## config.mk

```make
export PLATFORM = sky130hd
export DESIGN_NAME = elevator_car_controller
export DESIGN_NICKNAME = d
export VERILOG_FILES = /design/src/rtl/elevator_pkg.sv /design/src/rtl/elev_timer.sv /design/src/rtl/elevator_car_controller.sv
export SDC_FILE = /design/constraint.sdc
export NUM_CORES = 1
export LEC_CHECK = 0
export CORE_MARGIN = 5
export CORE_UTILIZATION = 43
export CTS_CLUSTER_DIAMETER = 200
export DETAILED_ROUTE_END_ITERATION = 7
export HOLD_SLACK_MARGIN = 0.03
export PLACE_DENSITY = 0.65
export SLEW_MARGIN = 20
export SYNTH_ARGS = -nofsm -noshare
export SYNTH_HDL_FRONTEND = slang
export SYNTH_HIERARCHICAL = 1
export SYNTH_SLANG_ARGS = --single-unit
```

## constraint.sdc

```tcl
create_clock -name clk -period 3.75 [get_ports clk]
set_clock_uncertainty 0.05 [all_clocks]
set_input_delay 0.375 -clock clk [delete_from_list [all_inputs] [get_ports clk]]
set_output_delay 0.375 -clock clk [all_outputs]
set_load 0.005 [all_outputs]
```

## src/rtl/elevator_pkg.sv

```systemverilog
// Shared types and constants for the elevator car controller.
package elevator_pkg;

  typedef enum logic [1:0] {
    IDLE   = 2'd0,
    MOVE   = 2'd1,
    ARRIVE = 2'd2,
    DOOR   = 2'd3
  } car_state_t;

  localparam int              FLOOR_W   = 2;
  localparam logic [FLOOR_W-1:0] TOP_FLOOR = 2'd3;
  localparam logic            DIR_UP    = 1'b1;
  localparam logic            DIR_DOWN  = 1'b0;

  // True when one floor of travel in dir stays inside 0..TOP_FLOOR.
  function automatic logic can_move(input logic [FLOOR_W-1:0] floor, input logic dir);
    logic ok_s;
    if (dir == DIR_UP) begin
      ok_s = (floor != TOP_FLOOR);
    end else begin
      ok_s = (floor != 2'd0);
    end
    return ok_s;
  endfunction

endpackage

```

## src/rtl/elev_timer.sv

```systemverilog
// Loadable down-counter with a zero flag, shared by the car's timed states.
module elev_timer #(
  parameter int W = 5
) (
  input  logic         clk,
  input  logic         rst_n,
  input  logic         load,
  input  logic         en,
  input  logic [W-1:0] load_val,
  output logic         zero
);

  localparam logic [W-1:0] ONE = W'(1);

  logic [W-1:0] count_r;

  // Load has priority; otherwise count down and park at zero.
  always_ff @(posedge clk or negedge rst_n) begin
    if (!rst_n) begin
      count_r <= '0;
    end else if (load) begin
      count_r <= load_val;
    end else if (en && (count_r != '0)) begin
      count_r <= count_r - ONE;
    end else begin
      count_r <= count_r;
    end
  end

  assign zero = (count_r == '0);

endmodule

```

## src/rtl/elevator_car_controller.sv

```systemverilog
// Car-side motion/door FSM: consumes scheduler requests, reports floor, direction,
// arrival strobe and idle flag through registered outputs.
module elevator_car_controller
  import elevator_pkg::*;
#(
  parameter int TRAVEL_CYCLES = 16,
  parameter int DOOR_CYCLES   = 32,
  parameter int ACK_TIMEOUT   = 8
) (
  input  logic               clk,
  input  logic               rst_n,
  input  logic               UDRequest,
  input  logic               OCRequest,
  input  logic               NoStopRequest,
  input  logic               DoneDelay,
  output logic [FLOOR_W-1:0] CurrentFloor,
  output logic               UDIn,
  output logic               Delay,
  output logic               Stop,
  output logic               DoorOpen,
  output logic               Moving
);

  localparam int MAX_TD = (TRAVEL_CYCLES > DOOR_CYCLES) ? TRAVEL_CYCLES : DOOR_CYCLES;
  localparam int MAX_C  = (MAX_TD > ACK_TIMEOUT) ? MAX_TD : ACK_TIMEOUT;
  localparam int TW     = $clog2(MAX_C);

  localparam logic [TW-1:0] TRAVEL_LD = TW'(TRAVEL_CYCLES - 1);
  localparam logic [TW-1:0] DOOR_LD   = TW'(DOOR_CYCLES - 1);
  localparam logic [TW-1:0] ACK_LD    = TW'(ACK_TIMEOUT - 1);

  car_state_t         state_r, state_nxt_s;
  logic [FLOOR_W-1:0] floor_nxt_s;
  logic               dir_nxt_s;
  logic               tmr_load_s, tmr_zero_s;
  logic [TW-1:0]      tmr_val_s;
  logic               stop_nxt_s, moving_nxt_s, delay_nxt_s, door_nxt_s;

  elev_timer #(.W(TW)) u_timer (
    .clk      (clk),
    .rst_n    (rst_n),
    .load     (tmr_load_s),
    .en       (state_r != IDLE),
    .load_val (tmr_val_s),
    .zero     (tmr_zero_s)
  );

  // State, position and output registers.
  always_ff @(posedge clk or negedge rst_n) begin
    if (!rst_n) begin
      state_r      <= IDLE;
      CurrentFloor <= 2'd0;
      UDIn         <= DIR_UP;
      Stop         <= 1'b1;
      Moving       <= 1'b0;
      Delay        <= 1'b0;
      DoorOpen     <= 1'b0;
    end else begin
      state_r      <= state_nxt_s;
      CurrentFloor <= floor_nxt_s;
      UDIn         <= dir_nxt_s;
      Stop         <= stop_nxt_s;
      Moving       <= moving_nxt_s;
      Delay        <= delay_nxt_s;
      DoorOpen     <= door_nxt_s;
    end
  end

  // Next-state, position update and timer reload decisions.
  always_comb begin
    state_nxt_s = state_r;
    floor_nxt_s = CurrentFloor;
    dir_nxt_s   = UDIn;
    tmr_load_s  = 1'b0;
    tmr_val_s   = '0;
    case (state_r)
      IDLE: begin
        if (NoStopRequest) begin
          dir_nxt_s  = UDRequest;
          tmr_load_s = 1'b1;
          if (can_move(CurrentFloor, UDRequest)) begin
            state_nxt_s = MOVE;
            tmr_val_s   = TRAVEL_LD;
          end else begin
            state_nxt_s = ARRIVE;
            tmr_val_s   = ACK_LD;
          end
        end else begin
          state_nxt_s = IDLE;
        end
      end
      MOVE: begin
        if (tmr_zero_s) begin
          floor_nxt_s = (UDIn == DIR_UP) ? CurrentFloor + 2'd1 : CurrentFloor - 2'd1;
          state_nxt_s = ARRIVE;
          tmr_load_s  = 1'b1;
          tmr_val_s   = ACK_LD;
        end else begin
          state_nxt_s = MOVE;
        end
      end
      ARRIVE: begin
        if (DoneDelay) begin
          if (OCRequest) begin
            state_nxt_s = DOOR;
            tmr_load_s  = 1'b1;
            tmr_val_s   = DOOR_LD;
          end else begin
            dir_nxt_s = UDRequest;
            if (can_move(CurrentFloor, UDRequest)) begin
              state_nxt_s = MOVE;
              tmr_load_s  = 1'b1;
              tmr_val_s   = TRAVEL_LD;
            end else begin
              state_nxt_s = IDLE;
            end
          end
        end else if (tmr_zero_s) begin
          // Unacknowledged arrival: keep going the same way if possible.
          if (can_move(CurrentFloor, UDIn)) begin
            state_nxt_s = MOVE;
            tmr_load_s  = 1'b1;
            tmr_val_s   = TRAVEL_LD;
          end else begin
            state_nxt_s = IDLE;
          end
        end else begin
          state_nxt_s = ARRIVE;
        end
      end
      DOOR: begin
        if (tmr_zero_s) begin
          state_nxt_s = IDLE;
        end else begin
          state_nxt_s = DOOR;
        end
      end
      default: begin
        state_nxt_s = IDLE;
      end
    endcase
  end

  // One-hot status decode of the upcoming state.
  always_comb begin
    stop_nxt_s   = 1'b0;
    moving_nxt_s = 1'b0;
    delay_nxt_s  = 1'b0;
    door_nxt_s   = 1'b0;
    case (state_nxt_s)
      IDLE:    stop_nxt_s   = 1'b1;
      MOVE:    moving_nxt_s = 1'b1;
      ARRIVE:  delay_nxt_s  = 1'b1;
      DOOR:    door_nxt_s   = 1'b1;
      default: stop_nxt_s   = 1'b1;
    endcase
  end

endmodule

```

==> key figures, run 1 <==
Die
  – Cell row count: 15
  – Die area: 0.002797 mm2
  – Starting utilization of the core area: 45.30%
  – Floorplan Core Area: 0.001745 mm2
  – Die H: 52.89 um
  – Die extent in x: 52.89 um
  – Top-level I/O count: 13

Synth
  – Number of warnings reported in the yosys synthesis log: 6
  – Count of flip-flops with a built-in enable after synthesis: 0
  – Most used standard cell by instance count after synthesis: dfrtp_1
  – Most common flop cell mapped by yosys: dfrtp_1
  – Post-Synthesis Mean Instance Area: 10.01 um2
  – Post-Synthesis Net Count: 86
  – Top cells by area in the synthesized netlist: dfrtp_1, dfstp_2, a21oi_1
  – Cells after synthesis: 79
  – Fraction of the yosys area taken by sequential cells: 44.62%
  – Area share of the largest cell type after synthesis: 37.97%
  – Share of synthesized flip-flops with an asynchronous set or reset: 100.0%
  – Cell taking the most area after synthesis: dfrtp_1
  – Synthesized area: 790.8 um2
  – Top cells by instance count after synthesis: dfrtp_1, a21oi_1, inv_1, nand2_1
  – Post-synthesis register bit count: 14
  – Count of unique library cells instantiated by Yosys: 36

Timing
  – Top achievable clock speed: 351.8 MHz
  – Period utilization: 75.80%
  – Worst slew margin relative to its limit: 38.93%
  – Number of setup violations in the final report: 0
  – Count of pins over their slew limit: 0
  – Final total negative setup slack: 0 ns
  – Count of endpoints failing hold in the final timing report: 0
  – Slew at the pin closest to its max-slew limit: 0.9064 ns
  – Unrepaired setup endpoints after global routing: no
  – Final critical-path required period: 2.843 ns

Clock tree
  – Num Clock Sinks: 14
  – Resized cells post-CTS: 0
  – Clock tree from TritonCTS: yes
  – Postcts setup bufs: 0
  – Clk root buf: clkbuf_4
  – Deepest clock path buffer count: 2
  – Hold buffer count at CTS: 0
  – Total number of H-tree levels: 1
  – Post-CTS clock slew at the launch and capture registers of the worst setup and hold paths: 0.09 ns
  – Clock insertion delay at the later pin of the skew report: 0.27 ns
  – Number of clock buffers inserted by TritonCTS: 3

Run
  – Max_cap viols: 0

Worst setup path
  – Nature of the critical path startpoint: register
  – Data arrival time of the critical path: 2.95 ns
  – Req. time, crit path: 3.86 ns
  – Crit path max fanout: 10
  – Kind of end point of the critical path: register
  – Crit path kind: register to register

Placed design
  – Count of input and output buffers: 12
  – Hpwl dp: 1189 um
  – Placer's final routability congestion estimate: 0.8163
  – Cells after DPL: 113

Detailed routing
  – First-pass DRT Iterations: 4
  – Avg WL per Cell: 13.05 um
  – Antenna Nets Post-Route: 0
  – Detailed-route vias per instance: 5.162
  – Vias after detailed routing: 604
  – Drt drc: 0
  – Initial detailed-routing violation count: 12
  – Final wirelength: 1527 um

Power and ir drop
  – Static leakage: 0.0004133 uW
  – Highest ir drop seen on vdd: 0.4568 mV
  – Pwr/cell area: 834.7 mW/mm2

Finish
  – Fraction of final layout cells with drive strength greater than 1: 14.13%
  – Layout-stage area growth over the synthesis result: 19.94%
  – Total number of nets in the final design: 100
  – Final standard cell count with taps included and fillers excluded: 117
  – Post-Route Utilization: 54.34%
  – Antenna cells: 0

Run status
  – Outcome: finished clean

Global routing
  – Vias in the first global route: 587
  – Number of antenna violations at the first check in global routing: 0
  – First-pass GRT wire length: 2580 um
  – Total GRT Usage: 12.72%
  – Global route overflow: 0
  – Maximum number of pins on one net before global-route repair: 15

Hold path
  – Hold crit path type: input port to async pin
## worst max-delay path, stage by stage, from the launching register on
cell     delay (ns)
dfrtp_1        0.39
inv_1          0.10
ha_1           0.17
or4b_4         0.49
inv_1          0.15
a31oi_1        0.09
or4b_1         0.59
o21ai_0        0.40
nor2b_1        0.25
a21oi_1        0.06
## per-stage QoR
stage	setup WS, ns	instance area, um2	hold slack [ns]	total power, uW
final	0.9075	948.4	0.4395	791.7
after global routing	0.7113	948.4	0.4812	863.1
after CTS	0.9331	948.4	0.4557	798.9
after detailed placement	0.9370	922.1	0.4997	705.4
after global placement	1.005	922.1	0.4943	695.6
after floorplan	1.152	790.8	0.02941	576.5
## cells in the final DEF (no fill, tap or decap), types with 2 or more instances in the layout
| cell type | n |
|---|---|
| dfrtp_1 | 12 |
| clkdlybuf4s50_1 | 12 |
| a21oi_1 | 6 |
| inv_1 | 5 |
| nand2_1 | 5 |
| and3_1 | 4 |
| nor2b_1 | 4 |
| o21ai_0 | 4 |
| or3_1 | 3 |
| mux2i_1 | 3 |
| clkbuf_4 | 3 |
| dfstp_2 | 2 |
| nand3_1 | 2 |
| or4b_1 | 2 |
| a21boi_1 | 2 |
| nor2_1 | 2 |
| xor2_1 | 2 |
## final timing paths
check | start | end | slack (ns) | depth (start not counted)
max | u_timer/count_r[0] | u_timer/count_r[2] | 0.91 | 9
min | rst_n | u_timer/count_r[4] | 0.44 | 1
max reg2reg | u_timer/count_r[0] | u_timer/count_r[2] | 0.91 | 9
min reg2reg | CurrentFloor[1] | CurrentFloor[1] | 0.51 | 1
max in group asynchronous | rst_n | Delay | 2.80 | 1
min in group clk | CurrentFloor[1] | CurrentFloor[1] | 0.51 | 1
## power by group
group	internal (uW)	total [uW]	switching [uW]
Clock	41.1	89.0	48.0
Combinational	217	395	178
Sequential	232	308	76.0
Total	490	792	302
## registers in the layout, indices dropped and copies added (netlist names)
signal / cells
Delay: 1
DoorOpen: 1
UDIn: 1
Stop: 1
Moving: 1
CurrentFloor: 2
state_r: 2
u_timer/count_r: 5
## layer usage
layer	GRT usage [%]	vias to the layer above	wire (um)
met5	0	-	0
met4	3.830	0	14
met3	4.225	2	61
met2	19.21	9	689
met1	17.07	286	761
li1	-	307	-
## logic make-up (layout without fill, tap and decap cells)
group | Yosys count | after routing | share of synthesized area (%)
AND/OR/NAND/NOR | 30 | 30 | 25.00
AO/OA/AOI/OAI | 19 | 19 | 15.35
flip-flops | 14 | 14 | 44.62
buffers and inverters | 8 | 21 | 4.904
multiplexers | 4 | 4 | 5.222
XOR/XNOR | 3 | 3 | 3.323
adder cells (fa/ha/maj) | 1 | 1 | 1.582
## area by class of cell
class | count | area, um2
clock buffer | 4 | 26.28
tap | 25 | 31.28
timing repair buffer | 12 | 120.1
multi-input combinational | 57 | 399.1
sequential | 14 | 352.8
inverter | 5 | 18.77
fill | 171 | 797.0
Power figures use the tool's default switching activity.
==> run 2: changes to the inputs <==
Clock period 3.75 ns to 3 ns, I/O delays scaled along.
==> key figures, run 2 (synthesis results as in run 1) <==
Power and ir drop
  – Pwr/cell area: 1047 mW/mm2
  – Static leakage: 0.0004139 uW
  – Highest ir drop seen on vdd: 0.4270 mV
  – Power consumption: 993.3 uW

Worst setup path
  – CP dominant cell by count: inv_1
  – Crit path buf inv count: 2
  – Slowest cell on the critical path: or4b_1
  – Chain of cells forming the critical path: inv_1, ha_1, or4b_4, inv_1, a31oi_1, or4b_1, o21ai_2, nor2b_1, a21oi_2
  – Crit path capture: u_timer/count_r[3]
  – Crit path max fanout: 10
  – WP depth: 9
  – Reg2Reg Setup Slack: 0.36 ns
  – Crit path kind: register to register
  – Crit. Startpoint: u_timer/count_r[0]
  – Data arrival time of the critical path: 2.76 ns
  – Worst r2r dst: u_timer/count_r[3]
  – Req. time, crit path: 3.12 ns
  – Cell family contributing the most delay on the critical path: simple AND/OR/NAND/NOR gates
  – Number of cells traversed by the worst register-to-register path: 9
  – R2R Path Start: u_timer/count_r[0]
  – Nature of the critical path startpoint: register
  – Kind of end point of the critical path: register
  – Highest cell delay on the worst timing path: 0.61 ns

Die
  – Die extent in x: 52.89 um
  – Cell row count: 15
  – Starting utilization of the core area: 45.30%
  – Top-level I/O count: 13
  – Die H: 52.89 um
  – Floorplan Core Area: 0.001745 mm2
  – Die area: 0.002797 mm2

Finish
  – Post-Route Utilization: 54.34%
  – Max reg flops: 5
  – Most frequent cells in the layout: dfrtp_1, clkdlybuf4s50_1, a21oi_1
  – Registers with the most flip-flops: u_timer/count_r x5, CurrentFloor x2, state_r x2
  – Layout-stage area growth over the synthesis result: 19.94%
  – Register name with the most flops: u_timer/count_r
  – Fraction of final layout cells with drive strength greater than 1: 15.38%
  – Antenna cells: 0
  – Total number of nets in the final design: 100
  – Fillcell total: 170

Placed design
  – Placer's final routability congestion estimate: 0.8063
  – Count of input and output buffers: 12
  – Hpwl dp: 1202 um
  – Dpl ws: 0.1561 ns

Clock tree
  – Hold buffer count at CTS: 0
  – Clk root buf: clkbuf_4
  – Clock tree from TritonCTS: yes
  – Num Clock Sinks: 14
  – Post-CTS clock slew at the launch and capture registers of the worst setup and hold paths: 0.08 ns
  – Clock insertion delay at the later pin of the skew report: 0.27 ns
  – Number of clock buffers inserted by TritonCTS: 3
  – Total number of H-tree levels: 1
  – Deepest clock path buffer count: 2

Timing
  – Unrepaired setup endpoints after global routing: no
  – Slew at the pin closest to its max-slew limit: 0.5996 ns
  – Final critical-path required period: 2.643 ns
  – Count of endpoints failing hold in the final timing report: 0
  – Post-route worst setup slack: 0.3569 ns
  – Final total negative setup slack: 0 ns
  – Minimum hold slack: 0.3478 ns
  – Count of pins over their slew limit: 0
  – Top achievable clock speed: 378.3 MHz
  – Number of setup violations in the final report: 0
  – Period utilization: 88.10%
  – Worst slew margin relative to its limit: 59.90%

Run
  – Max_cap viols: 0

Global routing
  – First-pass GRT wire length: 2642 um
  – Number of antenna violations at the first check in global routing: 0
  – Maximum number of pins on one net before global-route repair: 15
  – Global route overflow: 0
  – Vias in the first global route: 588
  – Total GRT Usage: 13.23%

Detailed routing
  – Drt drc: 0
  – First-pass DRT Iterations: 3
  – Avg WL per Cell: 13.89 um
  – Detailed-route vias per instance: 5.233
  – Antenna Nets Post-Route: 0
  – Initial detailed-routing violation count: 11
  – Final wirelength: 1611 um
  – Vias after detailed routing: 607

Run status
  – Outcome: finished clean

Hold path
  – Hold crit path type: input port to async pin
[run 2: power breakdown]
group	switching, uW	leakage (uW)	internal, uW
registers	99.3	0.000168	290
clock network	57.2	0.0000138	46.4
logic	228	0.000232	272
total	385	0.000414	609
[run 2: metal layers]
metal	up-vias	wire, um	track usage, %
met4	0	12	6.383
li1	306	-	-
met1	290	771	17.37
met2	9	781	20.66
met5	-	0	0
met3	2	44	2.535
[run 2: cell type report]
class	instances	area, um2	area share, %
sequential	14	352.8	37.20
timing repair buffer	12	120.1	12.66
clock buffer	3	22.52	2.375
tap	25	31.28	3.298
multi-input combinational	57	402.9	42.48
inverter	5	18.77	1.979
[run 2: stage by stage]
| step | cells | area [um2] |
|---|---|---|
| 3_3_place_gp | 113 | 922.1 |
| 5_1_grt | 116 | 948.4 |
| 2_1_floorplan | 79 | 790.8 |
| 6_report | 116 | 948.4 |
| 3_5_place_dp | 113 | 922.1 |
| 4_1_cts | 116 | 944.7 |
[run 2: worst min path at each step]
stage,start,endpoint,cells after the start
2_1_floorplan,rst_n,CurrentFloor[0],0
3_3_place_gp,CurrentFloor[1],CurrentFloor[1],1
3_5_place_dp,CurrentFloor[1],CurrentFloor[1],1
4_1_cts,rst_n,u_timer/count_r[4],1
5_1_grt,rst_n,state_r[0],1
6_report,rst_n,u_timer/count_r[3],1
[run 2: repair_timing]
| item | in CTS | in global routing |
|---|---|---|
| gates resized for setup | 0 | 2 |
| setup buffers | 0 | 0 |
| endpoints found under the setup margin | 0 | 5 |
==> run 3: changes to the inputs <==
Settings changed: HOLD_SLACK_MARGIN 0.03 to default.
==> results of run 3 <==
The final DEF is identical to that of run 2; final timing and power are the same.
